File: src/rtl/ysyx_23060062_rv32_idu.sv
// RV32I decode stage feeding ysyx_23060062_rv32_alu.
// Decodes the fetched instruction combinationally and reads the register file
// in the same cycle. The decoded bundle is placed in a 2-entry skid buffer, so
// the fetch-side ready comes from a register and never depends on ALU ready.
// 16-bit (RV32C) encodings are not expanded; they decode as illegal.
module ysyx_23060062_rv32_idu #(
  parameter int               XLEN   = 32,
  parameter logic [XLEN-1:0]  RST_PC = 32'h8000_0000
) (
  input  logic            i_clk,
  input  logic            i_rst,
  input  logic            i_flush,
  input  logic            i_in_valid,
  output logic            o_in_ready,
  input  logic [31:0]     i_in_inst,
  input  logic [XLEN-1:0] i_in_pc,
  output logic [4:0]      o_rs1_addr,
  output logic [4:0]      o_rs2_addr,
  input  logic [XLEN-1:0] i_rs1_data,
  input  logic [XLEN-1:0] i_rs2_data,
  output logic            o_out_valid,
  input  logic            i_out_ready,
  output logic [31:0]     o_out_en,
  output logic [2:0]      o_out_type,
  output logic [7:0]      o_out_funct3_en,
  output logic [6:0]      o_out_funct7,
  output logic [XLEN-1:0] o_out_src1,
  output logic [XLEN-1:0] o_out_src2,
  output logic [XLEN-1:0] o_out_st_data,
  output logic [4:0]      o_out_rd,
  output logic [XLEN-1:0] o_out_pc
);

  localparam logic [4:0] OPC_LOAD   = 5'b00000;
  localparam logic [4:0] OPC_FENCE  = 5'b00011;
  localparam logic [4:0] OPC_OP_IMM = 5'b00100;
  localparam logic [4:0] OPC_AUIPC  = 5'b00101;
  localparam logic [4:0] OPC_STORE  = 5'b01000;
  localparam logic [4:0] OPC_OP     = 5'b01100;
  localparam logic [4:0] OPC_LUI    = 5'b01101;
  localparam logic [4:0] OPC_BRANCH = 5'b11000;
  localparam logic [4:0] OPC_JALR   = 5'b11001;
  localparam logic [4:0] OPC_JAL    = 5'b11011;
  localparam logic [4:0] OPC_SYSTEM = 5'b11100;

  localparam logic [2:0] TYPE_R   = 3'd0;
  localparam logic [2:0] TYPE_I   = 3'd1;
  localparam logic [2:0] TYPE_S   = 3'd2;
  localparam logic [2:0] TYPE_B   = 3'd3;
  localparam logic [2:0] TYPE_U   = 3'd4;
  localparam logic [2:0] TYPE_J   = 3'd5;
  localparam logic [2:0] TYPE_SYS = 3'd6;
  localparam logic [2:0] TYPE_ILL = 3'd7;

  typedef struct packed {
    logic [31:0]     en;
    logic [2:0]      typ;
    logic [7:0]      f3_en;
    logic [6:0]      f7;
    logic [XLEN-1:0] src1;
    logic [XLEN-1:0] src2;
    logic [XLEN-1:0] st_data;
    logic [4:0]      rd;
    logic [XLEN-1:0] pc;
  } bundle_t;

  logic [4:0]      w_opc;
  logic [2:0]      w_f3;
  logic [6:0]      w_f7;
  logic [7:0]      w_f3_oh;
  logic [XLEN-1:0] w_rs1_val;
  logic [XLEN-1:0] w_rs2_val;
  logic [XLEN-1:0] w_imm_i;
  logic [XLEN-1:0] w_imm_s;
  logic [XLEN-1:0] w_imm_b;
  logic [XLEN-1:0] w_imm_u;
  logic [XLEN-1:0] w_imm_j;
  logic            w_legal;
  bundle_t         w_dec;
  logic            w_in_fire;
  logic            w_out_fire;

  bundle_t r_out;
  bundle_t r_skid;
  logic    r_out_valid;
  logic    r_skid_valid;
  logic    r_in_ready;

  assign w_opc      = i_in_inst[6:2];
  assign w_f3       = i_in_inst[14:12];
  assign w_f7       = i_in_inst[31:25];
  assign w_f3_oh    = 8'd1 << w_f3;
  assign o_rs1_addr = i_in_inst[19:15];
  assign o_rs2_addr = i_in_inst[24:20];

  // x0 reads are forced to zero here so the regfile need not guarantee it.
  assign w_rs1_val = (o_rs1_addr == 5'd0) ? '0 : i_rs1_data;
  assign w_rs2_val = (o_rs2_addr == 5'd0) ? '0 : i_rs2_data;

  assign w_imm_i = {{20{i_in_inst[31]}}, i_in_inst[31:20]};
  assign w_imm_s = {{20{i_in_inst[31]}}, i_in_inst[31:25], i_in_inst[11:7]};
  assign w_imm_b = {{19{i_in_inst[31]}}, i_in_inst[31], i_in_inst[7],
                    i_in_inst[30:25], i_in_inst[11:8], 1'b0};
  assign w_imm_u = {i_in_inst[31:12], 12'b0};
  assign w_imm_j = {{11{i_in_inst[31]}}, i_in_inst[31], i_in_inst[19:12],
                    i_in_inst[20], i_in_inst[30:21], 1'b0};

  // Combinational decode of the presented instruction into an ALU bundle.
  always_comb begin
    w_legal       = 1'b0;
    w_dec         = '0;
    w_dec.pc      = i_in_pc;
    if (i_in_inst[1:0] == 2'b11) begin
      case (w_opc)
        OPC_LOAD, OPC_OP_IMM: begin
          w_legal       = 1'b1;
          w_dec.typ     = TYPE_I;
          w_dec.src1    = w_rs1_val;
          w_dec.src2    = w_imm_i;
          w_dec.f3_en   = w_f3_oh;
          w_dec.rd      = i_in_inst[11:7];
          // Shift-immediates carry the SRLI/SRAI distinction in funct7.
          if (w_opc == OPC_OP_IMM && (w_f3 == 3'b001 || w_f3 == 3'b101)) begin
            w_dec.f7 = w_f7;
          end
        end
        OPC_JALR: begin
          w_legal       = 1'b1;
          w_dec.typ     = TYPE_I;
          w_dec.src1    = i_in_pc;
          w_dec.src2    = 32'd4;
          w_dec.f3_en   = w_f3_oh;
          w_dec.rd      = i_in_inst[11:7];
        end
        OPC_AUIPC: begin
          w_legal       = 1'b1;
          w_dec.typ     = TYPE_U;
          w_dec.src1    = i_in_pc;
          w_dec.src2    = w_imm_u;
          w_dec.rd      = i_in_inst[11:7];
        end
        OPC_LUI: begin
          w_legal       = 1'b1;
          w_dec.typ     = TYPE_U;
          w_dec.src2    = w_imm_u;
          w_dec.rd      = i_in_inst[11:7];
        end
        OPC_STORE: begin
          w_legal       = 1'b1;
          w_dec.typ     = TYPE_S;
          w_dec.src1    = w_rs1_val;
          w_dec.src2    = w_imm_s;
          w_dec.f3_en   = w_f3_oh;
          w_dec.st_data = w_rs2_val;
        end
        OPC_OP: begin
          if (w_f7 == 7'b0000000 ||
              (w_f7 == 7'b0100000 && (w_f3 == 3'b000 || w_f3 == 3'b101))) begin
            w_legal     = 1'b1;
            w_dec.typ   = TYPE_R;
            w_dec.src1  = w_rs1_val;
            w_dec.src2  = w_rs2_val;
            w_dec.f3_en = w_f3_oh;
            w_dec.f7    = w_f7;
            w_dec.rd    = i_in_inst[11:7];
          end
        end
        OPC_BRANCH: begin
          w_legal       = 1'b1;
          w_dec.typ     = TYPE_B;
          w_dec.src1    = w_rs1_val;
          w_dec.src2    = w_rs2_val;
          w_dec.f3_en   = w_f3_oh;
        end
        OPC_JAL: begin
          w_legal       = 1'b1;
          w_dec.typ     = TYPE_J;
          w_dec.src1    = i_in_pc;
          w_dec.src2    = 32'd4;
          w_dec.rd      = i_in_inst[11:7];
        end
        OPC_FENCE, OPC_SYSTEM: begin
          w_legal       = 1'b1;
          w_dec.typ     = TYPE_SYS;
          w_dec.src1    = w_rs1_val;
          w_dec.src2    = w_imm_i;
          w_dec.rd      = i_in_inst[11:7];
        end
        default: w_legal = 1'b0;
      endcase
    end
    if (w_legal) begin
      w_dec.en = 32'd1 << w_opc;
    end else begin
      w_dec     = '0;
      w_dec.pc  = i_in_pc;
      w_dec.typ = TYPE_ILL;
    end
  end

  assign w_in_fire  = i_in_valid & r_in_ready;
  assign w_out_fire = r_out_valid & i_out_ready;

  // Skid buffer: OUT drives the ALU, SKID catches the one bundle accepted
  // while OUT is stalled; in_ready is simply "SKID is empty", registered.
  always_ff @(posedge i_clk) begin
    if (i_rst) begin
      r_out        <= '0;
      r_out.pc     <= RST_PC;
      r_skid       <= '0;
      r_out_valid  <= 1'b0;
      r_skid_valid <= 1'b0;
      r_in_ready   <= 1'b1;
    end else if (i_flush) begin
      r_out_valid  <= 1'b0;
      r_skid_valid <= 1'b0;
      r_in_ready   <= 1'b1;
    end else if (!r_out_valid || w_out_fire) begin
      if (r_skid_valid) begin
        r_out        <= r_skid;
        r_out_valid  <= 1'b1;
        r_skid_valid <= 1'b0;
        r_in_ready   <= 1'b1;
      end else if (w_in_fire) begin
        r_out       <= w_dec;
        r_out_valid <= 1'b1;
      end else begin
        r_out_valid <= 1'b0;
      end
    end else if (w_in_fire) begin
      r_skid       <= w_dec;
      r_skid_valid <= 1'b1;
      r_in_ready   <= 1'b0;
    end
  end

  assign o_in_ready      = r_in_ready;
  assign o_out_valid     = r_out_valid;
  assign o_out_en        = r_out.en;
  assign o_out_type      = r_out.typ;
  assign o_out_funct3_en = r_out.f3_en;
  assign o_out_funct7    = r_out.f7;
  assign o_out_src1      = r_out.src1;
  assign o_out_src2      = r_out.src2;
  assign o_out_st_data   = r_out.st_data;
  assign o_out_rd        = r_out.rd;
  assign o_out_pc        = r_out.pc;

endmodule

File: config.mk
export PLATFORM = sky130hd
export DESIGN_NAME = ysyx_23060062_rv32_idu
export DESIGN_NICKNAME = d
export VERILOG_FILES = /design/src/rtl/ysyx_23060062_rv32_idu.sv
export SDC_FILE = /design/constraint.sdc
export NUM_CORES = 1
export LEC_CHECK = 0
export ABC_AREA = 0
export BUFFER_PORTS_ARGS = -buffer_cell sky130_fd_sc_hd__buf_2
export CORE_MARGIN = 1
export CORE_UTILIZATION = 30
export DETAILED_ROUTE_END_ITERATION = 8
export PLACE_DENSITY = 0.47
export SKIP_CTS_REPAIR_TIMING = 1
export SYNTH_ARGS = -nofsm -noshare
export SYNTH_HDL_FRONTEND = slang
export SYNTH_SLANG_ARGS = --single-unit
File: constraint.sdc
create_clock -name i_clk -period 7.1 [get_ports i_clk]
set_input_delay 1.42 -clock i_clk [delete_from_list [all_inputs] [get_ports i_clk]]
set_output_delay 1.42 -clock i_clk [all_outputs]
set_load 0.02 [all_outputs]
* Word level (Yosys, flattened, before mapping) *
Index checks and enable logic that the tools add are counted.

word-level totals
  flip-flop bits (word level) = 369
  bits of input ports = 133
  logic and storage cells = 97

cells by class
  eq/ne operators = 15
  shift-type cells = 2
  multiplexer cells = 25
  bitwise logic cells = 4
  reductions and logical operators = 30

operators by type and width
  kind                    number
  $mux W183               2
  $pmux W32 S6            1
  $mux W151               1
  $mux W32                4
  $mux W119               1
  $pmux W32 S3            1
  $mux W79                1
  $shl A1 B5 Y32 const A  1
  $pmux W3 S7             1
  $eq A5 B5 Y1 const B    4
  $pmux W8 S2             1
  $eq A5 B4 Y1 const B    3
  $logic_not A5 Y1        3
  $pmux W7 S2             1
  $eq A5 B3 Y1 const B    2
  $pmux W5 S2             1
  $reduce_or A10 Y1       1
  $reduce_or A2 Y1        5
  $reduce_or A3 Y1        3
  $reduce_or A8 Y1        1
  $shl A1 B3 Y8 const A   1
  $eq A7 B6 Y1 const B    1
  $logic_not A7 Y1        1
  $mux W1                 7
  other kinds (20)        28

* Logic depth before layout (Yosys ltp) *
  word-level depth = 10
  mapped depth = 10
  gate-level depth less buffers = 6

* Worst setup path after synthesis *
No wires, ideal clock.

  path type = input to register
  start point = input i_in_inst[5]
  end point = register r_out, in the netlist o_out_src2[16]
  library setup time = 0.132 ns
  arrival time = 3.123 ns
  required time = 6.968 ns
  path slack = 3.846 ns
  stages = 10
  buffers on the path = 4
  path through = buf_4 -> nor3b_1 -> and4_1 -> clkbuf_1 -> a2bb2oi_2 -> a21oi_1 -> buf_2 -> buf_2 -> a221oi_1 -> nor3_1

on the way
  cells in the longest elaborated chain, start to end = 7

RTL lines
  what                                                       line  text
  from (decl)                                                15    input logic [31:0] i_in_inst,
  $eq A5 B3 Y1, or another cell as far along                 114   case (w_opc)
  $reduce_or A10 Y1 (no line), or another cell as far along  --
  $pmux W1 S2 or $pmux W32 S6 (tied branches)                114
  $mux W1 or $mux W119 (tied branches)                       113   if (i_in_inst[1:0] == 2'b11) begin
  $mux W151 (*)                                              192   if (w_legal) begin
  $mux W183 (*)                                              224   end else if (w_in_fire) begin
  $mux W183 (*)                                              219   if (r_skid_valid) begin
  to (signal assigned)                                       220   r_out <= r_skid;
  to (signal assigned)                                       225   r_out <= w_dec;
  to (decl)                                                  83    bundle_t r_out;

Mark *: on every way between the ends. The rest lies on a longest branch, timed or not. The select of a mux whose other input is x is not followed.
A chain may end at the register's enable or synchronous reset.

* Worst setup path in the final report *
  start point = input i_in_inst[25]
  end point = register r_skid[65] (netlist bit)

on the way
  cells in the longest elaborated chain, start to end = 7

RTL lines
  what                    line  text
  $eq A7 B6 Y1            158   (w_f7 == 7'b0100000 && (w_f3 == 3'b000 || w_f3 == 3'b101))) begin
  $logic_and A1 B1 Y1     158
  $logic_or A1 B1 Y1 (*)  157   if (w_f7 == 7'b0000000 ||
  $mux W1 (*)             157
  $pmux W1 S2 (*)         114
  $mux W1 (*)             113
  $mux W151 (*)           192
  to (signal assigned)    231   r_skid <= w_dec;
  to (decl)               84    bundle_t r_skid;

Mark *: on every way between the ends. The rest lies on a longest branch, timed or not.

==> impl_metrics.env <==
export IMPL_outcome="finished, final reports clean"
export IMPL_vdd_drop_max_mv=0.160
export IMPL_hold_violations=0
export IMPL_die_area_um2=50000
export IMPL_drive_gt1_share_pct=22.4
export IMPL_path_cells="buf_2 -> nor4_1 -> and4_1 -> a2bb2oi_2 -> a2111oi_4 -> buf_4 -> nand2_1 -> buf_4 -> o21ai_0"
export IMPL_port_buffer_count=327
export IMPL_vias_per_cell=5.41
export IMPL_rrSetupSlack_ns=3.76
export IMPL_fin_nets=2063
export IMPL_synth_main_ff_cell="dfxtp_1"
export IMPL_async_flop_share_pct=0
export IMPL_antenna_found_initial=9
export IMPL_hold_class="register to register"
export IMPL_synth_edf_count=0
export IMPL_p_leak_nw=7.49
export IMPL_place_area_um2=16700
export IMPL_synthTopCellsByArea="dfxtp_1 50%, nand2_1 6.0%, a21oi_1 5.2%, clkbuf_1 3.6%, o21ai_0 3.4%"
export IMPL_drc=0
export IMPL_synthCells=1710
export IMPL_crit_top_cell="buf_4"
export IMPL_cp_num_buf_inv=3
export IMPL_nFillCells=5015
export IMPL_startpoint_type="primary input"
export IMPL_cpLargestDelayFamily="simple AND/OR/NAND/NOR gates"
export IMPL_cts_root_buffer="clkbuf_16"
export IMPL_dp_slack_ns=2.74
export IMPL_whs_path_depth=2
export IMPL_area_growth_pct=23.3
export IMPL_synth_net_count=1843
export IMPL_crit_type="primary input to register"
export IMPL_yosysWarnings=0
export IMPL_period_share_pct=52.9
export IMPL_slew_headroom_pct=21.0
export IMPL_end_kind="register"
export IMPL_worstPathArrival_ns=4.26
export IMPL_rows=80
export IMPL_track_usage_pct=21.3
export IMPL_rsz0062_at_grt="no"
export IMPL_clk_path_buf_depth=3
export IMPL_cp_slowest_cell="a2111oi_4"
export IMPL_synthesis_area_um2=14700
export IMPL_grt_max_degree=182
export IMPL_r2r_end="o_out_src2[27]$_SDFFE_PP0P_"
export IMPL_min_from="r_skid[83]$_SDFFE_PP0P_"
export IMPL_min_to="r_skid[83]$_SDFFE_PP0P_"
export IMPL_stdcell_count=2583
export IMPL_dieWidth_um=224
export IMPL_cap_violations=0
export IMPL_p_per_area_nw_per_um2=267
export IMPL_clk_latency_ns=0.57
export IMPL_grt_pass1_wl_um=82900
export IMPL_grt_pass1_vias=13300
export IMPL_cts_buffers=44
export IMPL_cts_sinks=369
export IMPL_ys_ff_latch=369
export IMPL_setup_tns_ns=0
export IMPL_worst_slack_ns=3.34
export IMPL_first_pass_iters=5
export IMPL_period_needed_ns=3.76
export IMPL_setup_viol=0
export IMPL_drtIter0Drc=1129
export IMPL_ys_seq_area_share_pct=50.1
export IMPL_r2r_start="r_skid_valid$_SDFFE_PP0P_"
export IMPL_power_w=0.00486
export IMPL_skew_ns=0.0177
export IMPL_overflow=0
export IMPL_fin_area_um2=18200
export IMPL_synth_top_area_share_pct=50.1
export IMPL_avgRoutedWirePerCell_um=21.2
export IMPL_yosysUniqueCellTypes=54
export IMPL_die_h_um=224
export IMPL_dpl_hpwl_um=34300
export IMPL_avgSynthCellArea_um2=8.61
export IMPL_slew_viol_final=0
export IMPL_timing_fmax_mhz=266
export IMPL_cts_htree_levels=2
export IMPL_cp_required_ns=7.60
export IMPL_cp_max_fo=35
export IMPL_ant_nets=0
export IMPL_initial_utilization_pct=30.7
export IMPL_worst_slew_pin_slew_ns=1.18
export IMPL_totalWireLength_um=54700
export IMPL_coreArea_um2=48000
export IMPL_dp_cells=2499
export IMPL_vias=14000
export IMPL_cts_tree="done"
export IMPL_reg2reg_depth=7
export IMPL_max_stage_delay_ns=0.54
export IMPL_place_congestion=0.829
export IMPL_ios=328
export IMPL_clk_pin_slew_ns=0.07
export IMPL_synth_top_cell_by_area="dfxtp_1"
[cell usage in the layout (no fill, tap or decap), types with 45 or more instances in the layout]
master	instances
o21ai_0	100
buf_2	326
clkbuf_16	45
o22ai_1	65
dfxtp_1	368
nor2_1	108
a211oi_1	49
and3_1	69
nand2_1	234
a21oi_1	151
nor3_1	50
[synth_stat cells (2+ instances only)]
| library cell | instances |
|---|---|
| buf_1 | 7 |
| nand4_1 | 5 |
| o22ai_1 | 65 |
| a211oi_1 | 49 |
| nand3_1 | 35 |
| o31ai_1 | 2 |
| a22o_1 | 43 |
| and3_1 | 69 |
| nand2_1 | 235 |
| buf_2 | 13 |
| a221oi_1 | 43 |
| a31oi_1 | 6 |
| o221ai_1 | 5 |
| mux2i_1 | 32 |
| and2_1 | 40 |
| a21boi_0 | 4 |
| nor3_1 | 53 |
| inv_1 | 10 |
| clkbuf_1 | 142 |
| a21oi_1 | 152 |
| buf_4 | 13 |
| or3_1 | 6 |
| nor2_1 | 109 |
| a311o_1 | 14 |
| nor4_1 | 2 |
| o2bb2ai_1 | 7 |
| a22oi_1 | 32 |
| dfxtp_1 | 369 |
| a21o_1 | 7 |
| nor2b_1 | 5 |
| a32oi_1 | 4 |
| a311oi_1 | 4 |
| o21ai_0 | 100 |
| nand2b_1 | 8 |
[layout make-up]
| type | instances | area (um2) | share of cell area [%] |
|---|---|---|---|
| diodes | 2 | 5.00 | 0.0276 |
| clock buffers | 57 | 1240 | 6.83 |
| flip-flops and latches | 369 | 7390 | 40.7 |
| repair buffers | 349 | 1830 | 10.1 |
| clock inverters | 25 | 241 | 1.33 |
| multi-input cells | 1156 | 6650 | 36.6 |
| inverters | 10 | 37.5 | 0.207 |
| well taps | 615 | 769 | 4.24 |
[per-stage QoR]
stage | utilization (%) | hold slack, ns
global placement | 34.7 | 0.426
detailed placement | 34.7 | 0.432
global route | 37.8 | 0.469
finish | 37.8 | 0.442
CTS | 37.8 | 0.440
floorplan | - | 0.416
[where the power goes]
group | internal [W] | total [W] | switching [W]
clock | 0.00138 | 0.00232 | 0.000938
combinational | 0.000120 | 0.000408 | 0.000288
sequential | 0.00211 | 0.00213 | 0.0000215
[how the worst max path moves through the flow]
stage | from | to | slack (ns) | depth (start not counted)
3_5_place_dp | i_in_inst[25] | r_skid[67]$_SDFFE_PP0P_ | 2.74 | 9
6_report | i_in_inst[25] | r_skid[65]$_SDFFE_PP0P_ | 3.34 | 9
3_3_place_gp | i_in_inst[25] | r_skid[68]$_SDFFE_PP0P_ | 2.74 | 9
2_1_floorplan | i_in_inst[5] | o_out_src2[16]$_SDFFE_PP0P_ | 3.85 | 10
5_1_grt | i_in_inst[5] | r_skid[50]$_SDFFE_PP0P_ | 3.16 | 9
4_1_cts | i_in_inst[25] | r_skid[45]$_SDFFE_PP0P_ | 3.33 | 9
[layer usage]
layer	GRT usage [%]	part of all wire (%)	vias up	wire, um
met5	0	0.15	-	81
met4	7.51	3.2	14	1740
met3	6.11	8.1	106	4410
met2	31.4	43	478	23700
met1	29.6	45	6760	24800
li1	-	-	6628	-
[worst reg2reg max path, cell delays in order (launching register included)]
cell and delay [ns]:
dfxtp_4 0.61, buf_4 0.72, inv_1 0.50, nand3_1 0.32, a21oi_4 0.10, buf_4 0.35, a221oi_1 0.53, nor3_1 0.09
[kinds of logic after synthesis]
kind of cell / Yosys count / share of synthesized area (%)
AO/OA/AOI/OAI: 549 / 24.6
XOR/XNOR: 1 / 0.0595
buffers and inverters: 185 / 5.16
flip-flops: 369 / 50.1
multiplexers: 32 / 2.17
AND/OR/NAND/NOR: 574 / 17.9
[state kept, by name (all words and copies together) (netlist names)]
| signal | cells |
|---|---|
| o_out_funct7 | 7 |
| r_skid_valid | 1 |
| o_out_src2 | 32 |
| o_out_valid | 1 |
| o_out_src1 | 32 |
| o_out_rd | 5 |
| r_skid | 183 |
| o_out_st_data | 32 |
| o_out_en | 32 |
| o_out_type | 3 |
| o_out_pc | 32 |
| o_out_funct3_en | 8 |
| o_in_ready | 1 |
(Power assumes the default switching activity.)
